===== src/rtl/turn_ctrl_if.sv =====
// turn_ctrl move/board port bundle.
// master drives moves and returns the board; slave is the controller.
interface turn_ctrl_if;
  logic        moveValid;
  logic [3:0]  moveAddr;
  logic [17:0] gameBoard;
  logic [3:0]  addr;
  logic [1:0]  cellState;
  logic        turn;
  logic        busy;
  logic        moveAck;
  logic        moveErr;
  logic [1:0]  result;
  logic        gameOver;

  modport master (
    output moveValid,
    output moveAddr,
    output gameBoard,
    input  addr,
    input  cellState,
    input  turn,
    input  busy,
    input  moveAck,
    input  moveErr,
    input  result,
    input  gameOver
  );

  modport slave (
    input  moveValid,
    input  moveAddr,
    input  gameBoard,
    output addr,
    output cellState,
    output turn,
    output busy,
    output moveAck,
    output moveErr,
    output result,
    output gameOver
  );
endinterface


===== src/rtl/turn_ctrl.sv =====
// 3x3 game-flow controller: move legality, board write,
// line-by-line win/tie scan and turn handover.
module turn_ctrl (
  input logic        ph1,
  input logic        reset,
  turn_ctrl_if.slave bus
);

  typedef enum logic [2:0] {
    IDLE,
    WRITE,
    SETTLE,
    SCAN,
    DONE
  } state_t;

  state_t      state;
  logic [2:0]  line;
  logic [3:0]  move_count;
  logic [3:0]  addr_q;
  logic        turn_q;
  logic        busy_q;
  logic        ack_q;
  logic        err_q;
  logic [1:0]  result_q;
  logic        over_q;

  logic [1:0]  cell_a;
  logic [1:0]  cell_b;
  logic [1:0]  cell_c;
  logic [11:0] line_cells;
  logic        line_match;
  logic [1:0]  target;
  logic [1:0]  cell_state;

  function automatic logic [1:0] cell_at(
    input logic [17:0] b,
    input logic [3:0]  i
  );
    logic [1:0] v;
    unique case (i)
      4'd0:    v = b[1:0];
      4'd1:    v = b[3:2];
      4'd2:    v = b[5:4];
      4'd3:    v = b[7:6];
      4'd4:    v = b[9:8];
      4'd5:    v = b[11:10];
      4'd6:    v = b[13:12];
      4'd7:    v = b[15:14];
      4'd8:    v = b[17:16];
      default: v = 2'b00;
    endcase
    return v;
  endfunction

  function automatic logic [11:0] line_map(
    input logic [2:0] l
  );
    logic [11:0] m;
    unique case (l)
      3'd0:    m = {4'd0, 4'd1, 4'd2};
      3'd1:    m = {4'd3, 4'd4, 4'd5};
      3'd2:    m = {4'd6, 4'd7, 4'd8};
      3'd3:    m = {4'd0, 4'd3, 4'd6};
      3'd4:    m = {4'd1, 4'd4, 4'd7};
      3'd5:    m = {4'd2, 4'd5, 4'd8};
      3'd6:    m = {4'd0, 4'd4, 4'd8};
      default: m = {4'd2, 4'd4, 4'd6};
    endcase
    return m;
  endfunction

  always_comb begin
    line_cells = line_map(line);
    cell_a = cell_at(bus.gameBoard, line_cells[11:8]);
    cell_b = cell_at(bus.gameBoard, line_cells[7:4]);
    cell_c = cell_at(bus.gameBoard, line_cells[3:0]);
    line_match = (cell_a != 2'b00) &&
                 (cell_a == cell_b) &&
                 (cell_b == cell_c);
  end

  assign target = cell_at(bus.gameBoard, bus.moveAddr);

  // No write enable downstream: outside the write window,
  // echo the addressed cell back so memory is left intact.
  always_comb begin
    cell_state = cell_at(bus.gameBoard, addr_q);
    unique case (1'b1)
      (state == WRITE),
      (state == SETTLE): cell_state = turn_q ? 2'b10 : 2'b11;
      default:           ;
    endcase
  end

  always_ff @(posedge ph1 or negedge reset) begin
    if (!reset) begin
      state      <= IDLE;
      line       <= 3'd0;
      move_count <= 4'd0;
      addr_q     <= 4'd0;
      turn_q     <= 1'b0;
      busy_q     <= 1'b0;
      ack_q      <= 1'b0;
      err_q      <= 1'b0;
      result_q   <= 2'b00;
      over_q     <= 1'b0;
    end else begin
      ack_q <= 1'b0;
      err_q <= 1'b0;
      unique case (state)
        IDLE: begin
          if (bus.moveValid) begin
            if (bus.moveAddr > 4'd8 || target != 2'b00) begin
              err_q <= 1'b1;
            end else begin
              addr_q     <= bus.moveAddr;
              move_count <= move_count + 4'd1;
              busy_q     <= 1'b1;
              state      <= WRITE;
            end
          end
        end
        WRITE: state <= SETTLE;
        SETTLE: begin
          line  <= 3'd0;
          state <= SCAN;
        end
        SCAN: begin
          if (line_match) begin
            result_q <= cell_a;
            ack_q    <= 1'b1;
            over_q   <= 1'b1;
            busy_q   <= 1'b0;
            state    <= DONE;
          end else if (line == 3'd7) begin
            ack_q  <= 1'b1;
            busy_q <= 1'b0;
            if (move_count == 4'd9) begin
              result_q <= 2'b01;
              over_q   <= 1'b1;
              state    <= DONE;
            end else begin
              turn_q <= ~turn_q;
              state  <= IDLE;
            end
          end else begin
            line <= line + 3'd1;
          end
        end
        DONE: state <= DONE;
        default: state <= IDLE;
      endcase
    end
  end

  assign bus.addr      = addr_q;
  assign bus.cellState = cell_state;
  assign bus.turn      = turn_q;
  assign bus.busy      = busy_q;
  assign bus.moveAck   = ack_q;
  assign bus.moveErr   = err_q;
  assign bus.result    = result_q;
  assign bus.gameOver  = over_q;

endmodule


===== src/flat_wrapper.sv =====
// flat-port wrapper written by rule: the top's interface ports become plain ports
module turn_ctrl_flat 
  (ph1, reset, bus_moveValid, bus_moveAddr, bus_gameBoard, bus_addr, bus_cellState, bus_turn, bus_busy, bus_moveAck, bus_moveErr, bus_result, bus_gameOver);
  turn_ctrl_if bus_i ();
  input logic ph1;
  input logic reset;
  input wire logic [$bits(bus_i.moveValid)-1:0] bus_moveValid;
  input wire logic [$bits(bus_i.moveAddr)-1:0] bus_moveAddr;
  input wire logic [$bits(bus_i.gameBoard)-1:0] bus_gameBoard;
  output wire logic [$bits(bus_i.addr)-1:0] bus_addr;
  output wire logic [$bits(bus_i.cellState)-1:0] bus_cellState;
  output wire logic [$bits(bus_i.turn)-1:0] bus_turn;
  output wire logic [$bits(bus_i.busy)-1:0] bus_busy;
  output wire logic [$bits(bus_i.moveAck)-1:0] bus_moveAck;
  output wire logic [$bits(bus_i.moveErr)-1:0] bus_moveErr;
  output wire logic [$bits(bus_i.result)-1:0] bus_result;
  output wire logic [$bits(bus_i.gameOver)-1:0] bus_gameOver;
  assign bus_i.moveValid = bus_moveValid;
  assign bus_i.moveAddr = bus_moveAddr;
  assign bus_i.gameBoard = bus_gameBoard;
  assign bus_addr = bus_i.addr;
  assign bus_cellState = bus_i.cellState;
  assign bus_turn = bus_i.turn;
  assign bus_busy = bus_i.busy;
  assign bus_moveAck = bus_i.moveAck;
  assign bus_moveErr = bus_i.moveErr;
  assign bus_result = bus_i.result;
  assign bus_gameOver = bus_i.gameOver;
  turn_ctrl u_core (.ph1(ph1), .reset(reset), .bus(bus_i));
endmodule

===== config.mk =====
export PLATFORM = sky130hd
export DESIGN_NAME = turn_ctrl_flat
export DESIGN_NICKNAME = d
export VERILOG_FILES = /design/src/rtl/turn_ctrl_if.sv /design/src/rtl/turn_ctrl.sv /design/src/flat_wrapper.sv
export SDC_FILE = /design/constraint.sdc
export NUM_CORES = 1
export LEC_CHECK = 0
export BUFFER_PORTS_ARGS = -buffer_cell sky130_fd_sc_hd__buf_2
export CAP_MARGIN = 20
export CORE_MARGIN = 8
export CORE_UTILIZATION = 40
export CTS_CLUSTER_DIAMETER = 30
export DETAILED_ROUTE_END_ITERATION = 7
export HOLD_SLACK_MARGIN = 0.15
export MAX_ROUTING_LAYER = met4
export PLACE_DENSITY = 0.61
export RECOVER_POWER = 50
export SLEW_MARGIN = 40
export SYNTH_ARGS = -nofsm -noshare
export SYNTH_HDL_FRONTEND = slang
export SYNTH_SLANG_ARGS = --single-unit
export TNS_END_PERCENT = 5

===== constraint.sdc =====
create_clock -name ph1 -period 6.3 [get_ports ph1]
set_clock_uncertainty 0.1 [all_clocks]
set_input_delay 0.945 -clock ph1 [delete_from_list [all_inputs] [get_ports ph1]]
set_output_delay 0.945 -clock ph1 [all_outputs]
set_load 0.02 [all_outputs]

==> flow_summary.yaml, run 1 <==
cts:
  cts_max_level: 1
  ctsLongestPathBuffers: 2
  cts_setup_buffers: 0
  cts-resized-gates: 0
  cts.sinks: 21
  cts-root-buf: "clkbuf_8"
  cts_made_buffers: 3
  worstSkewPairLatency_ns: 0.25
  clk_pin_slew_ns: 0.07
  cts_hold_buf: 0
  cts_tree: "done"
placement:
  io_buffers: 37
  dpl.hpwl_mm: 4.13
  place_inst: 308
  place_congestion: 0.905
worst_setup_path:
  endpoint_kind: "flop"
  cp_max_fo: 20
  critical_path_arrival_ns: 4.11
  critPathRequiredTime_ns: 6.30
  crit_type: "reg -> reg"
  cp-start-kind: "flop"
sta:
  worstMarginPinSlew_ns: 1.13
  drv_slew: 0
  rsz0062_at_grt: "no"
  fin_crit_sh: 0.653
  tns_ns: 0
  min_period_ns: 4.11
  clock.fmax_ghz: 0.243
  slew_headroom: 0.244
  hold_viol: 0
  setup_viol: 0
synthesis:
  yosys-top-cells-count: "dfrtp_1, nor2_1, inv_1, mux2i_1, nand2_1"
  synth_fp_nets: 262
  seq_area_frac_synth: 0.272
  synth_area_per_cell_um2: 8.47
  synth_cell_type_count: 56
  ys_ff_latch: 21
  yosysTopAreaCell: "dfrtp_1"
  synth_top_area_frac: 0.272
  dominantRegCellSynth: "dfrtp_1"
  synth_most_common_cell: "dfrtp_1"
  syn_inst: 228
  synth_area_leaders: "dfrtp_1, mux2i_1, ha_1, nor2_1, mux2_2"
  synth_edf_count: 0
  postSynth.asyncResetShare: 1.00
  syn-cell-area_um2: 1930
  yosysWarnings: 0
status:
  outcome: "finished clean"
flow_run:
  maxCapViolCount: 0
global_route:
  grt_max_degree: 22
  grt_pass1_wl_mm: 9.27
  antenna_found_initial: 0
  grtUsageTotal: 0.159
  grt-ovfl-total: 0
  grt_pass1_vias: 1867
pwr:
  p_seq_frac: 0.246
  switchingPower_uw: 558
  pwr-share-comb: 0.678
  p_per_area_nw_per_um2: 512
  p_leak_uw: 0.000986
  finalPower_uw: 1110
  intPower_uw: 556
  clkPwrFrac: 0.076
  switching_share: 0.501
  vdd_ir_drop_max_v: 0.000163
routing:
  viasPerCell: 6.01
  wl_per_cell_um: 17.2
  first_pass_iters: 4
  first_iter_violations: 195
  drt-total-wl_mm: 5.37
  antenna_left: 0
  vias: 1880
  drcViolationCount: 0
floorplanning:
  rows: 25
  die_h_um: 85.5
  ioPinCount: 38
  die-area_um2: 7310
  initial_utilization: 0.412
  core-area_um2: 4690
  die_w_um: 85.5
final_layout:
  layout-drive-gt1-share: 0.189
  fin_util: 0.464
  area_growth_pct: 12.6
  layout.nets: 294
  fin_cells: 313
  multi_input_area_um2: 1300
  n_antenna_cell: 0
  fillerInstances: 480
  regArea_um2: 526
worst_hold_path:
  hold_class: "reg -> reg"
==> metal layers <==
layer / share of wire / GRT usage
met1: 0.46 / 0.205
met2: 0.46 / 0.255
met3: 0.071 / 0.0411
met4: 0.0041 / 0.0111
met5: 0 / -
==> per-stage QoR <==
step,hold WS [ns],worst slack [ns],instance area (um^2)
after global placement,0.363,2.35,2130
after floorplan,0.364,2.68,1930
after CTS,0.382,2.19,2180
after detailed placement,0.364,2.19,2130
after global routing,0.404,1.79,2180
final,0.375,2.19,2180
==> registers in the layout, indices dropped and copies added, names as in the netlist <==
register / cells
u_core.bus.addr: 4
u_core.move_count: 4
u_core.line: 3
u_core.state: 3
u_core.bus.result: 2
u_core.bus.busy: 1
u_core.bus.gameOver: 1
u_core.bus.moveAck: 1
u_core.bus.moveErr: 1
u_core.bus.turn: 1
==> power groups by stage <==
stage / combinational [uW] / clock, uW / sequential [uW]
after floorplan: 596 / 0 / 258
after global placement: 747 / 0 / 275
after detailed placement: 756 / 0 / 277
after CTS: 758 / 87.5 / 274
after global routing: 847 / 91.9 / 285
final: 756 / 85.2 / 274
==> cells by family after synthesis <==
group                    after synthesis  share of synthesized area
adder cells (fa/ha/maj)                9                     0.0583
XOR/XNOR                               5                     0.0227
AND/OR/NAND/NOR                       88                      0.251
flip-flops                            21                      0.272
buffers and inverters                 25                     0.0531
multiplexers                          22                      0.131
AO/OA/AOI/OAI                         58                      0.212
==> worst max-delay path: stages (launching register included) <==
cell      delay, ns
dfrtp_1        0.73
inv_1          0.16
ha_1           0.38
o22ai_1        0.32
a21oi_1        0.11
or4_1          0.52
a222oi_1       0.57
mux2i_1        0.22
a211oi_2       0.60
o221ai_1       0.23
==> final cells by class <==
cell class	instances	area share
tap	54	0.0311
inverter	14	0.0242
sequential	21	0.242
timing repair buffer	38	0.0834
multi-input combinational	182	0.599
clock buffer	4	0.0207
==> path summary, 6_finish.rpt <==
kind / from / end / slack [ns] / cells past startpoint
min: u_core.bus.gameOver$_DFFE_PN0P_ / u_core.bus.gameOver$_DFFE_PN0P_ / 0.38 / 1
max: u_core.line[2]$_DFFE_PN0P_ / u_core.line[0]$_DFFE_PN0P_ / 2.19 / 9
max reg2reg: u_core.line[2]$_DFFE_PN0P_ / u_core.line[0]$_DFFE_PN0P_ / 2.19 / 9
min reg2reg: u_core.bus.gameOver$_DFFE_PN0P_ / u_core.bus.gameOver$_DFFE_PN0P_ / 0.38 / 1
min in group asynchronous: reset / u_core.bus.addr[0]$_DFFE_PN0P_ / 0.79 / 1
max in group asynchronous: reset / u_core.move_count[3]$_DFFE_PN0P_ / 4.64 / 1
==> layout by cell type, fill, tap and decap left out, drive strengths merged, types with 2 or more instances in the layout <==
cell type,count
or4,2
nor3,12
clkbuf,12
a21oi,11
a31oi,2
mux4,2
mux2,6
o221ai,3
o31ai,2
nand3,4
or3b,2
o22ai,3
buf,30
mux2i,14
xnor2,4
a22oi,2
a41oi,3
nor4b,3
or2,2
and2,3
dfrtp,21
a211oi,6
nor2,20
nor2b,5
nand3b,5
or3,2
and3,2
a21o,2
o21ai,10
ha,9
nand2,13
nand4,3
nor3b,3
inv,14
o211ai,4
Note: power is estimated with default switching activity, not from simulation.
==> run 2: changes to the inputs <==
- ABC_AREA: not set -> 1
- clock period: 6.3 -> 3.9 ns (I/O delays scaled with it)
==> flow_summary.yaml, run 2 <==
worst_setup_path:
  cp_max_fo: 9
  critPathRequiredTime_ns: 3.21
  cp-start-kind: "flop"
  critical_path_arrival_ns: 2.05
  crit_type: "reg -> out"
  endpoint_kind: "output pin"
global_route:
  grt_pass1_vias: 2101
  grt_max_degree: 22
  grtUsageTotal: 0.165
  grt-ovfl-total: 0
  grt_pass1_wl_mm: 9.80
  antenna_found_initial: 0
synthesis:
  synth_cell_type_count: 32
  yosysTopAreaCell: "dfrtp_1"
  yosys.area_share.adder: 0.0552
  synth_compound_area_frac: 0.0780
  synth_fp_nets: 365
  synth-simple-area-share: 0.492
  synth_top_area_frac: 0.258
  postSynth.asyncResetShare: 1.00
  yosys-top-cells-count: "nand2_1, inv_1, nor2_1"
  syn-cell-area_um2: 2040
  synth_mux_area_frac: 0
  synth_top_family_by_area: "simple AND/OR/NAND/NOR gates"
  synth_most_common_cell: "nand2_1"
  synth_area_per_cell_um2: 6.16
  syn_inst: 331
  ys_ff_latch: 21
  synth_edf_count: 0
  yosysWarnings: 0
  synthXorXnorAreaFrac: 0.0172
  seq_area_frac_synth: 0.258
  dominantRegCellSynth: "dfrtp_1"
  synth_area_leaders: "dfrtp_1, nand2_1, nand3_1, inv_1, nor2_1"
final_layout:
  n_antenna_cell: 0
  area_growth_pct: 14.9
  fin_util: 0.467
  layout.nets: 405
  layout_common_cells: "nand2_1, inv_1, nor2_1"
  layout-drive-gt1-share: 0.154
  final_common_cell: "nand2_1"
cts:
  ctsLongestPathBuffers: 2
  cts_tree: "done"
  cts.sinks: 21
  clk_pin_slew_ns: 0.08
  cts-root-buf: "clkbuf_8"
  cts_max_level: 1
  cts_hold_buf: 0
  cts_made_buffers: 3
  cts-resized-gates: 0
  worstSkewPairLatency_ns: 0.26
  cts_setup_buffers: 0
routing:
  antenna_left: 0
  drt-total-wl_mm: 5.85
  wl_per_cell_um: 13.3
  first_iter_violations: 76
  viasPerCell: 5.00
  first_pass_iters: 4
  vias: 2198
  drcViolationCount: 0
placement:
  dpl.hpwl_mm: 4.91
  io_buffers: 37
  place_congestion: 1.00
floorplanning:
  die-area_um2: 7640
  rows: 26
  die_w_um: 87.4
  ioPinCount: 38
  die_h_um: 87.4
  initial_utilization: 0.407
  core-area_um2: 5010
status:
  outcome: "finished clean"
sta:
  tns_ns: 0
  min_period_ns: 2.73
  slew_headroom: 0.226
  drv_slew: 0
  rsz0062_at_grt: "no"
  worstMarginPinSlew_ns: 1.16
  clock.fmax_ghz: 0.366
  fin_crit_sh: 0.701
  hold_viol: 0
  setup_viol: 0
pwr:
  p_per_area_nw_per_um2: 817
  vdd_ir_drop_max_v: 0.000383
  p_leak_uw: 0.00131
flow_run:
  maxCapViolCount: 0
worst_hold_path:
  hold_class: "reg -> reg"
run 2: changes by cell type after synthesis, moves of 5 or more:
cell     delta
mux2_2      -6
nand3_1    +35
nor2_1     +25
nor2_2      +5
nor2b_1     -5
nand4_1    +15
mux2i_1    -14
nor3_1      -9
nand2_1    +74
nand2_2     +5
inv_1      +34
a21oi_1     -7
run 2: path summary, 6_finish.rpt:
| kind | slack, ns | cells after the start | end | from |
|---|---|---|---|---|
| max in group asynchronous | 2.58 | 1 | u_core.state[1]$_DFFE_PN0P_ | reset |
| max | 1.17 | 8 | bus_cellState[0] | u_core.bus.addr[1]$_DFFE_PN0P_ |
| min in group asynchronous | 0.43 | 1 | u_core.bus.addr[0]$_DFFE_PN0P_ | reset |
| min reg2reg | 0.36 | 2 | u_core.bus.gameOver$_DFFE_PN0P_ | u_core.bus.gameOver$_DFFE_PN0P_ |
| max reg2reg | 1.22 | 18 | u_core.bus.result[0]$_DFFE_PN0P_ | u_core.line[0]$_DFFE_PN0P_ |
| min | 0.36 | 2 | u_core.bus.gameOver$_DFFE_PN0P_ | u_core.bus.gameOver$_DFFE_PN0P_ |
run 2: per-layer routing:
| metal | global-route usage | vias to the layer above | share of wire |
|---|---|---|---|
| li1 | - | 1156 | - |
| met1 | 0.206 | 982 | 0.46 |
| met2 | 0.272 | 55 | 0.47 |
| met3 | 0.0302 | 5 | 0.063 |
| met4 | 0.0328 | 0 | 0.0092 |
| met5 | - | - | 0 |
run 2: final cells by class:
cell class	count	area [um^2]
Clock buffer	3	41.3
Clock inverter	1	5.00
Fill cell	577	2670
Inverter	52	195
Multi-Input combinational cell	256	1310
Sequential cell	21	526
Tap cell	70	87.6
Timing Repair Buffer	37	176
run 2: cell families after synthesis:
kind of cell / count (synthesis)
AOI/OAI and AO/OA: 27
xor gates and xnor gates: 4
adders and majority gates: 9
buffers and inverters: 54
DFF: 21
and+or+nand+nor: 216
run 2: per-stage QoR:
stage	setup slack [ns]	cells	instance area, um^2	hold slack [ns]	total power (uW)
6_report	1.17	440	2340	0.363	1910
5_1_grt	0.892	440	2340	0.394	2140
4_1_cts	1.11	440	2350	0.186	1930
3_5_place_dp	1.22	436	2300	0.345	1780
3_3_place_gp	1.29	436	2300	0.351	1780
2_1_floorplan	1.50	331	2040	0.189	1450
run 2: power breakdown:
group / switching [uW] / internal [uW]
Sequential: 93.8 / 298
Combinational: 940 / 437
Clock: 73.0 / 71.2
Total: 1110 / 806
run 2: worst max-delay path, cell delays in order (launching register included):
cell	delay, ns
dfrtp_1	0.51
nor2_1	0.11
nand2_1	0.09
nor2_1	0.07
a221oi_1	0.29
o211ai_1	0.14
o21ai_0	0.29
o21ai_0	0.12
buf_2	0.18
